===== config.mk =====
export PLATFORM = sky130hd
export DESIGN_NAME = bresenham_line_engine
export DESIGN_NICKNAME = d
export VERILOG_FILES = /design/src/rtl/bresenham_line_engine.sv
export SDC_FILE = /design/constraint.sdc
export NUM_CORES = 1
export LEC_CHECK = 0
export ABC_CLOCK_PERIOD_IN_PS = 6980
export CAP_MARGIN = 20
export CORE_AREA = 2 2 131 133
export CTS_CLUSTER_DIAMETER = 120
export DETAILED_ROUTE_END_ITERATION = 8
export DIE_AREA = 0 0 133 135
export DONT_BUFFER_PORTS = 1
export GPL_TIMING_DRIVEN = 0
export HOLD_SLACK_MARGIN = 0.12
export PLACE_DENSITY = 0.55
export REMOVE_ABC_BUFFERS = 1
export SLEW_MARGIN = 20
export SYNTH_ARGS = -nofsm -noshare
export SYNTH_HDL_FRONTEND = slang
export SYNTH_SLANG_ARGS = --single-unit

===== constraint.sdc =====
create_clock -name clk -period 6.98 [get_ports clk]
set_input_delay 1.396 -clock clk [delete_from_list [all_inputs] [get_ports clk]]
set_output_delay 1.396 -clock clk [all_outputs]
set_load 0.005 [all_outputs]

===== src/rtl/bresenham_line_engine.sv =====
// bresenham_line_engine: latches one line request and walks it with integer Bresenham,
// one pixel per valid/ready beat. Define BLA_PIXCNT_EN to add the pixel_cnt port.
module bresenham_line_engine #(
   parameter int COORD_W = 8
) (
   input  logic               clk,
   input  logic               rst,
   input  logic               draw_en,
   input  logic [COORD_W-1:0] x0,
   input  logic [COORD_W-1:0] y0,
   input  logic [COORD_W-1:0] x1,
   input  logic [COORD_W-1:0] y1,
   input  logic               pixel_ready,
   output logic               pixel_valid,
   output logic [COORD_W-1:0] pixel_x,
   output logic [COORD_W-1:0] pixel_y,
   output logic               draw_done,
   output logic               busy
`ifdef BLA_PIXCNT_EN
   ,
   output logic [COORD_W:0]   pixel_cnt
`endif
);

   localparam int EW = COORD_W + 3;
   localparam logic [COORD_W-1:0] C_ONE = COORD_W'(1);

   typedef enum logic [2:0] {IDLE, SETUP, DRAW, DONE, REARM} state_t;

   typedef struct packed {
      logic [COORD_W-1:0] x0;
      logic [COORD_W-1:0] y0;
      logic [COORD_W-1:0] x1;
      logic [COORD_W-1:0] y1;
   } line_req_t;

   state_t            state_q, state_d;
   line_req_t         req_q;
   logic [COORD_W-1:0] x_q, y_q;
   logic signed [EW-1:0] err_q, dx_q, dy_q;
   logic              sx_neg_q, sy_neg_q;

   logic [COORD_W-1:0] adx, ady;
   logic signed [EW-1:0] dx_s, dy_s, e2, err_nxt;
   logic              beat, at_end, step_x, step_y;

   assign beat   = (state_q == DRAW) && pixel_ready;
   assign at_end = (x_q == req_q.x1) && (y_q == req_q.y1);

   // Setup-time deltas, taken from the latched request only
   always_comb begin
      adx  = (req_q.x1 >= req_q.x0) ? (req_q.x1 - req_q.x0) : (req_q.x0 - req_q.x1);
      ady  = (req_q.y1 >= req_q.y0) ? (req_q.y1 - req_q.y0) : (req_q.y0 - req_q.y1);
      dx_s = signed'({3'b000, adx});
      dy_s = -signed'({3'b000, ady});
   end

   // Both axis decisions look at the old err; a diagonal step applies both terms
   always_comb begin
      e2      = err_q <<< 1;
      step_x  = (e2 >= dy_q);
      step_y  = (e2 <= dx_q);
      err_nxt = err_q;
      if (step_x) err_nxt = err_nxt + dy_q;
      if (step_y) err_nxt = err_nxt + dx_q;
   end

   always_comb begin
      state_d = state_q;
      case (state_q)
         IDLE:    if (draw_en) state_d = SETUP;
         SETUP:   state_d = draw_en ? DRAW : IDLE;
         DRAW: begin
            if (!draw_en)              state_d = IDLE;
            else if (beat && at_end)   state_d = DONE;
         end
         DONE:    state_d = REARM;
         REARM:   if (!draw_en) state_d = IDLE;
         default: state_d = IDLE;
      endcase
   end

   always_ff @(posedge clk or posedge rst) begin
      if (rst) state_q <= IDLE;
      else     state_q <= state_d;
   end

   always_ff @(posedge clk or posedge rst) begin
      if (rst) begin
         req_q    <= '0;
         x_q      <= '0;
         y_q      <= '0;
         err_q    <= '0;
         dx_q     <= '0;
         dy_q     <= '0;
         sx_neg_q <= 1'b0;
         sy_neg_q <= 1'b0;
      end else begin
         if (state_q == IDLE && draw_en)
            req_q <= '{x0: x0, y0: y0, x1: x1, y1: y1};
         if (state_q == SETUP) begin
            dx_q     <= dx_s;
            dy_q     <= dy_s;
            err_q    <= dx_s + dy_s;
            x_q      <= req_q.x0;
            y_q      <= req_q.y0;
            sx_neg_q <= !(req_q.x0 < req_q.x1);
            sy_neg_q <= !(req_q.y0 < req_q.y1);
         end else if (beat && !at_end) begin
            err_q <= err_nxt;
            if (step_x) x_q <= sx_neg_q ? (x_q - C_ONE) : (x_q + C_ONE);
            if (step_y) y_q <= sy_neg_q ? (y_q - C_ONE) : (y_q + C_ONE);
         end
      end
   end

`ifdef BLA_PIXCNT_EN
   localparam logic [COORD_W:0] N_ONE = (COORD_W+1)'(1);
   always_ff @(posedge clk or posedge rst) begin
      if (rst)                  pixel_cnt <= '0;
      else if (state_q == SETUP) pixel_cnt <= '0;
      else if (beat)            pixel_cnt <= pixel_cnt + N_ONE;
   end
`endif

   assign pixel_valid = (state_q == DRAW);
   assign draw_done   = (state_q == DONE);
   assign busy        = (state_q == SETUP) || (state_q == DRAW) || (state_q == DONE);
   assign pixel_x     = x_q;
   assign pixel_y     = y_q;

endmodule


=== After elaboration in Yosys (flattened, before gate mapping) ===
Index checks and enable logic that the tools add are counted.

* Flip-flop bits (word level): 83
* Bits of input ports: 36

* Reductions and logical operators: 17
* Magnitude comparators: 6
* Equal/unequal tests: 9
* Muxes and demuxes: 20
* $add $sub $neg: 12

{| class="wikitable"
|+ Operators by type and width
! operator !! count
|-
| $mux 8 || 10
|-
| $mux 11 || 4
|-
| $sub 8x8->8 || 4
|-
| $add 8x1->8 const B || 2
|-
| $eq 8x8->1 || 2
|-
| $ge 8x8->1 || 2
|-
| $lt 8x8->1 || 2
|-
| $sub 8x1->8 const B || 2
|-
| $pmux 3 s5 || 1
|-
| $mux 3 || 4
|-
| $add 11x11->11 || 1
|-
| $add 11x9->11 || 1
|-
| $add 9x11->11 || 1
|-
| $ge 11x11->1 || 1
|-
| $le 11x9->1 || 1
|-
| $neg 8->11 || 1
|-
| $eq 3x2->1 const B || 2
|-
| $reduce_bool 2->1 || 3
|-
| $logic_and 1x1->1 || 5
|-
| $ne 2x2->1 const B || 2
|-
| $reduce_and 2->1 || 2
|-
| $eq 3x1->1 const B || 1
|-
| $eq 3x3->1 const B || 1
|-
| $logic_not 1->1 || 3
|-
| 5 further kinds || 6
|}

=== Logic depth before layout (Yosys ltp) ===
Gate-level depths: netlist (run 1).

* Word-level depth: 6
* Mapped depth: 22
* Gate-level depth less buffers: 21

=== Least setup slack after synthesis (run 1) ===
OpenSTA, ideal clock, no wires.

* Kind: register -> register
* Start: register err_q[8]
* End: register err_q[8]
* Arrival time: 3.957 ns
* Library setup time: 0.132 ns
* Setup slack: 2.891 ns
* Clock period less this slack: 4.089 ns
* Required time: 6.848 ns
* Buffers on the path: 0
* Cell stages (with the launch flop): 18
* Cell sequence: dfrtp_1 ha_1 and3_1 a221oi_1 o21ai_0 mux2i_1 mux2_2 ha_1 fa_1 a21o_1 a21oi_1 o21bai_1 a21oi_1 o21ai_0 o211ai_1 a21oi_1 o221ai_1 mux2i_1

* Word-level cells in the longest chain between the ends: 6
* Elaborated cells on any way between the ends: 8

{| class="wikitable"
|+ RTL lines
! item !! line !! source
|-
| start: declaration || 40 || <nowiki>logic signed [EW-1:0] err_q, dx_q, dy_q;</nowiki>
|-
| start signal: assignment || 104 || <nowiki>err_q <= dx_s + dy_s;</nowiki>
|-
| start signal: assignment || 110 || <nowiki>err_q <= err_nxt;</nowiki>
|-
| $add 11x11->11 or $ge 11x11->1 (tied branches) || 64, 61 ||
|-
| $mux 11 || 64 || <nowiki>if (step_x) err_nxt = err_nxt + dy_q;</nowiki>
|-
| $add 11x9->11 || 65 || <nowiki>if (step_y) err_nxt = err_nxt + dx_q;</nowiki>
|-
| $mux 11 * || 65 ||
|-
| $mux 11 * || 109 || <nowiki>end else if (beat && !at_end) begin</nowiki>
|-
| $mux 11 * || 101 || <nowiki>if (state_q == SETUP) begin</nowiki>
|}

Mark *: on every way between the ends. The rest lies on a longest branch, timed or not. The select of a mux whose other input is x is not followed.
A chain may end at the register's enable or synchronous reset.

=== Worst setup path in the final report (run 1) ===
Same ends and word-level chain as after synthesis.

==> results.yml, run 1 <==
worst_setup_path:
  critPathLaunchType: "flip-flop"
  r2r_cells: 19
  cp_data_required_time_ns: 7.20
  slowest_delay_ns: 0.46
  crit_chain: "ha_1 -> and3_1 -> nand3_1 -> a211oi_1 -> nor2_1 -> mux2i_2 -> buf_4 -> mux2_2 -> ha_1 -> fa_1 -> a21o_1 -> a21oi_1 -> o21bai_1 -> a21oi_1 -> o21ai_0 -> o211ai_1 -> a21oi_1 -> o221ai_1 -> mux2i_1"
  crit_slowest_cell: "dfrtp_1"
  cp.arrival_ns: 5.06
  crit_fanout: 13
  worst_setup_path_end_kind: "flip-flop"
  r2r_end: "err_q[8]"
  worst-setup-path-type: "flip-flop to flip-flop"
  cpMostUsedCell: "a21oi_1"
  r2r_slack_ns: 2.14
  rr_startpoint: "err_q[8]"
layout:
  antenna_cells: 0
  final_cell_mix: "87 x ha_1, 85 x o21ai_0, 82 x inv_1, 82 x dfrtp_1, 79 x nand2_1"
  layout_commonest_cell: "ha_1"
  fillers: 1613
  syn2layout_area_growth_pct: 8.529
  drive_gt1_frac: 0.07946
  nets: 945
  final_util: 0.4716
timing:
  worst_pin_slew_ns: 0.9858
  skew_ns: 0.01197
  finalSetupViolCount: 0
  min_period_over_period: 0.6936
  tns_ns: 0
  min_period_ns: 4.841
  fmax_mhz: 206.6
  final_hold_viol_count: 0
  worst_slack_ns: 2.139
  rsz0062_at_grt: "no"
  finalMaxSlewViolations: 0
  relSlewSlack: 0.3410
global_route:
  grt_pass1_wl_um: 29360
  first_global_vias: 5764
  grt_overflow_total: 0
  track_usage: 0.2063
  antenna_found_initial: 0
  grt_start_max_net_pins: 47
logic_synthesis:
  syn-cell-area_um2: 7129
  ys.flop_type: "dfrtp_1"
  netlist_instances: 816
  synth_edf_count: 0
  synth_area_per_cell_um2: 8.737
  synth_seq_cells: 82
  ys_async_sr_fraction: 1.000
  synth.distinct_cells: 70
  yosys_warnings: 0
  yosysSeqAreaShare: 0.2878
route:
  wl_met3_um: 624
  drtIter0Drc: 296
  routed_wl_um: 17770
  drtPass1Iterations: 5
  vias: 5709
  m1WireLength_um: 8751
  top_layer: "met4"
  wl_met2_um: 8244
  via_per_inst: 5.500
  drc_errors: 0
  wl_per_cell_um: 17.12
  antenna_left: 0
run_status:
  status: "finished clean"
place:
  pre_cts_slack_ns: 2.161
  dpl.hpwl_um: 14120
  place.port_buffers: 0
  place.gp.congestion: 0.8836
die:
  core_area_um2: 16410
  initial_core_util: 0.4345
  die_x_um: 133
  io_pins: 55
  dieArea_um2: 17960
  rows: 47
  fp.dieH_um: 135
job:
  maxCapViolCount: 0
clocking:
  cts_buffers: 9
  cts_buffer_depth: 2
  clock-sinks: 82
  cts_hold_buffers: 0
  htree_levels: 3
  root_buffer: "clkbuf_16"
  clk_latency_ns: 0.35
  clk_pin_slew_worst_paths_ns: 0.07
  post-cts-setup-buffers: 0
  cts_tree: "yes"
  post_cts_resized: 0
hold_path:
  whs_path_depth: 2
  hold_path_end: "pixel_y[3]"
  worstHoldPathType: "flip-flop to flip-flop"
  hp-start: "req_q[19]"
flip-flops by register name, summed over array words and instances, names as in the netlist:
register  cells
req_q        32
dx_q          8
dy_q         11
pixel_x       8
state_q       3
pixel_y       8
sy_neg_q      1
sx_neg_q      1
err_q        10
area by class of cell:
cell class / count / area [um^2] / share of cell area
flip-flops and latches: 82 / 2052 / 0.2652
multi-input cells: 626 / 4678 / 0.6046
inverters: 83 / 314.1 / 0.04059
well taps: 220 / 275.3 / 0.03558
clock inverters: 3 / 47.55 / 0.006145
repair buffers: 11 / 110.1 / 0.01423
clock buffers: 13 / 260.3 / 0.03364
logic make-up (layout without fill, tap and decap cells):
kind of cell    after synthesis  after routing  synth area share
simple gates                196            196            0.1314
mux                          35             35           0.05230
xor+xnor                     63             63           0.07740
flops                        82             82            0.2878
compound gates              236            236            0.2148
fa+ha+maj                    96             96            0.1780
buf+inv                     108            110           0.05827
worst max-delay path: cells and delay by family (launching register included):
family                   cells  cell delay, ns
AO/OA/AOI/OAI                9            1.74
adder cells (fa/ha/maj)      3            1.01
buffers and inverters        1            0.27
flip-flops                   1            0.46
multiplexers                 3            0.81
AND/OR/NAND/NOR              3            0.42
Yosys cell counts (all sizes together), types with 2 or more instances:
master,count,share of area
or3,3,0.0026
and3,7,0.0061
nor2,36,0.019
nand2b,12,0.011
ha,87,0.15
a31o,4,0.0049
nor2b,9,0.0079
nand4,5,0.0053
nor4,4,0.0035
a22oi,3,0.0032
fa,9,0.025
dfrtp,82,0.29
xnor2,34,0.042
or2,4,0.0035
mux2i,20,0.028
a211oi,11,0.013
buf,3,0.0030
nand4b,2,0.0025
mux2,15,0.024
a21oi,49,0.036
nand2,80,0.042
o21a,7,0.0075
o22ai,2,0.0018
and2,4,0.0035
a21boi,2,0.0021
a221o,3,0.0042
clkbuf,22,0.012
nand3b,2,0.0021
a21o,15,0.016
nor3,11,0.0077
nor3b,2,0.0021
inv,83,0.044
o31ai,4,0.0042
nand3,11,0.0077
o221ai,5,0.0061
o21bai,10,0.011
o211ai,10,0.011
o211a,2,0.0028
a31oi,4,0.0056
a221oi,5,0.0070
o31a,2,0.0025
o21ai,88,0.063
xor2,29,0.036
through the flow:
| step | cell area (um^2) | std cells | hold slack, ns |
|---|---|---|---|
| after floorplan | 7025 | 791 | 0.4691 |
| after global placement | 7301 | 1011 | 0.5055 |
| after detailed placement | 7427 | 1022 | 0.5138 |
| after CTS | 7735 | 1038 | 0.5264 |
| after global routing | 7737 | 1038 | 0.5673 |
| final | 7737 | 1038 | 0.5287 |
routing by layer:
metal  vias to the layer above  track usage
met5                         -            0
met4                         0      0.04958
li1                       2871            -
met2                        83       0.3423
met1                      2745       0.2831
met3                        10      0.03341
worst max path at each step:
stage | from | to | cells after the start
after CTS | err_q[8] | err_q[8] | 19
after floorplan | draw_en | req_q[0] | 3
final | err_q[8] | err_q[8] | 19
after global placement | state_q[0] | pixel_x[5] | 4
after detailed placement | err_q[8] | err_q[8] | 19
after global routing | err_q[8] | err_q[8] | 19
Power of run 1 is left out: the tool's default activity adds up to more than one toggle a clock period on the data nets, which glitch-free logic cannot reach.
==> run 2, diff against run 1 <==
- ABC_CLOCK_PERIOD_IN_PS: 6980 -> 4610
- clock period: 6.98 -> 4.61 ns (I/O delays scaled with it)
==> run 2 against run 1 <==
Net effect:
- count of clock-buffer cells in the layout unchanged
- die area unchanged
- clock skew increased by 0.00062 ns
==> results.yml, run 2 (synthesis results as in run 1) <==
run_status:
  status: "finished clean"
layout:
  regMostFlops: "req_q"
  final_cell_mix: "87 x ha_1, 83 x o21ai_0, 82 x inv_1"
  nets: 957
  drive_gt1_frac: 0.1120
  largest_reg_flops: 32
  fillers: 1596
  layout_commonest_cell: "ha_1"
  antenna_cells: 0
  syn2layout_area_growth_pct: 10.99
  reg_top3: "req_q: 32 flops, dy_q: 11 flops, err_q: 10 flops"
job:
  maxCapViolCount: 0
global_route:
  first_global_vias: 5769
  track_usage: 0.2065
  grt_pass1_wl_um: 29390
  grt_overflow_total: 0
  antenna_found_initial: 0
  grt_start_max_net_pins: 47
worst_setup_path:
  worst_setup_path_end_kind: "flip-flop"
  crit_chain: "ha_1 -> and3_1 -> a221oi_1 -> o21ai_1 -> mux2i_2 -> buf_6 -> mux2_2 -> ha_1 -> fa_2 -> a21o_1 -> a21oi_2 -> o21bai_1 -> a21oi_2 -> o21ai_0 -> o211ai_1 -> a21oi_1 -> o221ai_1 -> mux2i_1"
  slowest_delay_ns: 0.46
  worst-setup-path-type: "flip-flop to flip-flop"
  crit_fanout: 6
  cp.arrival_ns: 4.55
  cp.buffers_inverters: 1
  cp_data_required_time_ns: 4.82
  critPathLaunchType: "flip-flop"
  crit_family: "compound AO/OA/AOI/OAI gates"
  r2r_cells: 18
  crit_slowest_cell: "dfrtp_2"
  cp_num_cells: 18
route:
  routed_wl_um: 18060
  antenna_left: 0
  drtPass1Iterations: 5
  drc_errors: 0
  via_per_inst: 5.457
  wl_per_cell_um: 17.20
  vias: 5730
  drtIter0Drc: 288
clocking:
  cts_buffers: 9
  htree_levels: 3
  cts_tree: "yes"
  cts_hold_buffers: 0
  clock-sinks: 82
  cts_buffer_depth: 2
  clk_latency_ns: 0.35
  clk_pin_slew_worst_paths_ns: 0.07
  root_buffer: "clkbuf_16"
place:
  dpl.hpwl_um: 14120
  place.port_buffers: 0
  place.gp.congestion: 0.8836
  pre_cts_slack_ns: -0.2092
timing:
  finalSetupViolCount: 0
  skew_ns: 0.01259
  relSlewSlack: 0.3407
  finalMaxSlewViolations: 0
  worst_pin_slew_ns: 0.9861
  tns_ns: 0
  final_hold_viol_count: 0
  min_period_ns: 4.345
  fmax_mhz: 230.2
  min_period_over_period: 0.9424
  worst_slack_ns: 0.2654
die:
  initial_core_util: 0.4345
  dieArea_um2: 17960
  die_x_um: 133
  rows: 47
  core_area_um2: 16410
  io_pins: 55
  fp.dieH_um: 135
hold_path:
  worstHoldPathType: "primary input to asynchronous set/reset pin"
run 2: cell count changes in the layout (fill, tap and decap cells not counted), moves of 2 or more:
| cell | before | now |
|---|---|---|
| a21oi_1 | 46 | 44 |
| a21oi_2 | 3 | 5 |
| buf_4 | 8 | 18 |
| dfrtp_1 | 82 | 80 |
| dfrtp_2 | 0 | 2 |
| o21ai_0 | 85 | 83 |
| o21ai_2 | 0 | 2 |
| xnor2_1 | 34 | 31 |
| xnor2_2 | 0 | 3 |
run 2: metal layers:
layer	up-vias	wire (um)	global-route usage
met5	-	0	0
met4	0	142	0.04958
met3	9	649	0.03341
met2	90	8418	0.3425
met1	2745	8851	0.2834
li1	2886	-	-
run 2: layout make-up:
class	instances	area, um^2	share of cell area
well taps	220	275.3	0.03479
repair buffers	23	201.4	0.02546
inverters	83	314.1	0.03969
flip-flops and latches	82	2054	0.2596
multi-input cells	626	4760	0.6015
clock inverters	3	47.55	0.006009
clock buffers	13	260.3	0.03289
run 2: path summary, 6_finish.rpt:
path,from,to,slack [ns]
worst min register to register,dy_q[10],dy_q[10],0.53
worst max register to register,err_q[8],err_q[8],0.27
max in group asynchronous,rst,req_q[5],3.52
worst max-delay path,err_q[8],err_q[8],0.27
min in group clk,dy_q[10],dy_q[10],0.53
worst min-delay path,rst,pixel_x[5],0.47
run 2: worst register-to-register path: stages (launching register included):
cell	delay, ns
dfrtp_2	0.46
ha_1	0.32
and3_1	0.21
a221oi_1	0.30
o21ai_1	0.13
mux2i_2	0.23
buf_6	0.18
mux2_2	0.35
ha_1	0.24
fa_2	0.37
a21o_1	0.20
a21oi_2	0.17
o21bai_1	0.11
a21oi_2	0.18
o21ai_0	0.11
o211ai_1	0.14
a21oi_1	0.10
o221ai_1	0.30
mux2i_1	0.11
run 2: timing repair:
action | 4_1_cts | 5_1_grt
gates resized for setup | 2 | 20
buffers inserted | 1 | 10
pin swaps | 0 | 4
hold endpoints to repair | 0 | 0
gates cloned | 0 | 1
endpoints found under the setup margin | 3 | 4
run 2: stage by stage:
step                      cell area (um^2)    util  hold slack, ns  instances
after floorplan                       7025       -          0.4691        791
after global placement                7301  0.4450          0.5055       1011
after detailed placement              7427  0.4527          0.5138       1022
after CTS                             7749  0.4723          0.4896       1039
after global routing                  7913  0.4823          0.5018       1050
final                                 7913  0.4823          0.4699       1050
Power of run 2 is left out for the same reason.
==> run 3, diff against run 2 <==
- ABC_CLOCK_PERIOD_IN_PS: 4610 -> 4200
- CTS_CLUSTER_SIZE: unset -> 20
- clock period: 4.61 -> 4.2 ns (I/O delays scaled with it)
==> run 3 against run 2 <==
Net effect:
- routed wire length up 3.1%
- die area unchanged
- cell count up 2.4%
- worst hold slack worse by 0.087 ns
- register-to-register slack worse by 0.17 ns
- critical endpoint is now err_q[9]
==> results.yml, run 3 (synthesis results as in run 1) <==
run_status:
  status: "finished clean"
global_route:
  grt_start_max_net_pins: 47
  grt_pass1_wl_um: 29810
  grt_overflow_total: 0
  met3_usage: 0.03341
  track_usage: 0.2095
  first_global_vias: 5846
  use_met2: 0.3503
  busiest_layer: "met2"
  antenna_found_initial: 0
  use_met1: 0.2858
route:
  antenna_left: 0
  drtPass1Iterations: 5
  drc_errors: 0
  vias: 5916
  routed_wl_um: 18610
  drtIter0Drc: 331
  via_per_inst: 5.503
  wl_per_cell_um: 17.32
hold_path:
  worstHoldPathType: "primary input to asynchronous set/reset pin"
worst_setup_path:
  worst_setup_path_end_kind: "flip-flop"
  crit_fanout: 5
  r2r_slack_ns: 0.1
  worst-setup-path-type: "flip-flop to flip-flop"
  rr_startpoint: "req_q[8]"
  r2r_end: "err_q[9]"
  critPathLaunchType: "flip-flop"
  cp.arrival_ns: 4.31
  r2r_cells: 19
  cp_data_required_time_ns: 4.40
timing:
  skew_ns: 0.01111
  worst_slack_ns: 0.09620
  min_period_over_period: 0.9771
  relSlewSlack: 0.3572
  min_period_ns: 4.104
  rsz0062_at_grt: "yes"
  final_hold_viol_count: 0
  finalSetupViolCount: 0
  finalMaxSlewViolations: 0
  worst_pin_slew_ns: 0.9615
  fmax_mhz: 243.7
clocking:
  cts_buffers: 9
  clock-sinks: 82
  cts_buffer_depth: 2
  cts_tree: "yes"
  clk_latency_ns: 0.35
  root_buffer: "clkbuf_16"
  cts_hold_buffers: 0
  clk_pin_slew_worst_paths_ns: 0.06
  htree_levels: 3
place:
  place.port_buffers: 0
  pre_cts_slack_ns: -0.6192
  place_area_um2: 7427
  place.gp.congestion: 0.8836
  dpl.hpwl_um: 14120
  dp_cells: 1022
die:
  initial_core_util: 0.4345
  fp.dieH_um: 135
  io_pins: 55
  core_area_um2: 16410
  dieArea_um2: 17960
  rows: 47
  die_x_um: 133
layout:
  antenna_cells: 0
  final_area_um2: 8422
  regMostFlops: "req_q"
  reg_top3: "req_q: 32 flops, dy_q: 11 flops, err_q: 10 flops"
  final_util: 0.5133
  layout_commonest_cell: "o21ai_0"
  largest_reg_flops: 32
  syn2layout_area_growth_pct: 18.13
  final_cell_mix: "80 x o21ai_0, 79 x nand2_1, 79 x dfrtp_1"
  drive_gt1_frac: 0.1906
  nets: 982
  layout.cells.non_filler: 1075
job:
  maxCapViolCount: 0
[run 3: changes by cell type in the layout (fill, tap and decap cells not counted), moves of 5 or more]
| cell | before | now |
|---|---|---|
| a21oi_1 | 44 | 37 |
| mux2_4 | 1 | 6 |
| ha_1 | 87 | 77 |
| buf_4 | 18 | 42 |
| ha_4 | 0 | 6 |
| a21oi_2 | 5 | 11 |
| xnor2_2 | 3 | 8 |
| xnor2_1 | 31 | 26 |
| mux2_2 | 14 | 9 |
[run 3: timing repair]
item | 4_1_cts | 5_1_grt
setup buffers | 15 | 22
hold endpoints to repair | 0 | 0
cloned | 0 | 0
resized for setup | 28 | 57
pin swaps | 16 | 45
endpoints found under the setup margin | 6 | 5
[run 3: worst max-delay path, cell delays in order (launching register included)]
cell	delay, ns
dfrtp_1	0.38
inv_2	0.08
ha_4	0.14
inv_1	0.05
fa_2	0.36
a21o_1	0.23
a211oi_4	0.34
o21a_4	0.24
buf_4	0.13
mux2_4	0.32
ha_1	0.28
a21o_1	0.19
a21oi_2	0.16
o21bai_1	0.10
a21oi_2	0.21
o21bai_2	0.11
a31o_4	0.24
a31oi_4	0.15
mux2_4	0.16
o211ai_1	0.07
[run 3: final cells by class]
| cell class | count | area, um^2 |
|---|---|---|
| multi-input combinational | 626 | 5070 |
| clock inverter | 3 | 47.55 |
| sequential | 82 | 2056 |
| timing repair buffer | 48 | 399.1 |
| inverter | 83 | 314.1 |
| tap | 220 | 275.3 |
| clock buffer | 13 | 260.3 |
| fill | 1547 | 7985 |
[run 3: worst max path at each step]
stage / startpoint / to / slack (ns) / depth (start not counted)
2_1_floorplan: err_q[8] / err_q[8] / -0.38 / 17
3_3_place_gp: state_q[0] / pixel_x[5] / -3.03 / 4
3_5_place_dp: err_q[8] / err_q[8] / -0.62 / 19
4_1_cts: req_q[0] / err_q[8] / 0.003 / 21
5_1_grt: req_q[8] / err_q[9] / -0.08 / 19
6_report: req_q[8] / err_q[9] / 0.1 / 19
[run 3: routing by layer]
layer  wire [um]  vias up
met5           0        -
met4         173        0
met3         730       13
met2        8873      104
met1        8837     2853
li1            -     2946
[run 3: stage by stage]
| step | hold slack, ns | TNS [ns] |
|---|---|---|
| 2_1_floorplan | 0.4691 | -2.030 |
| 6_report | 0.3832 | 0 |
| 5_1_grt | 0.4198 | -0.1535 |
| 3_3_place_gp | 0.5055 | -123.23 |
| 4_1_cts | 0.4075 | 0 |
| 3_5_place_dp | 0.5138 | -2.141 |
Power of run 3 is left out for the same reason.
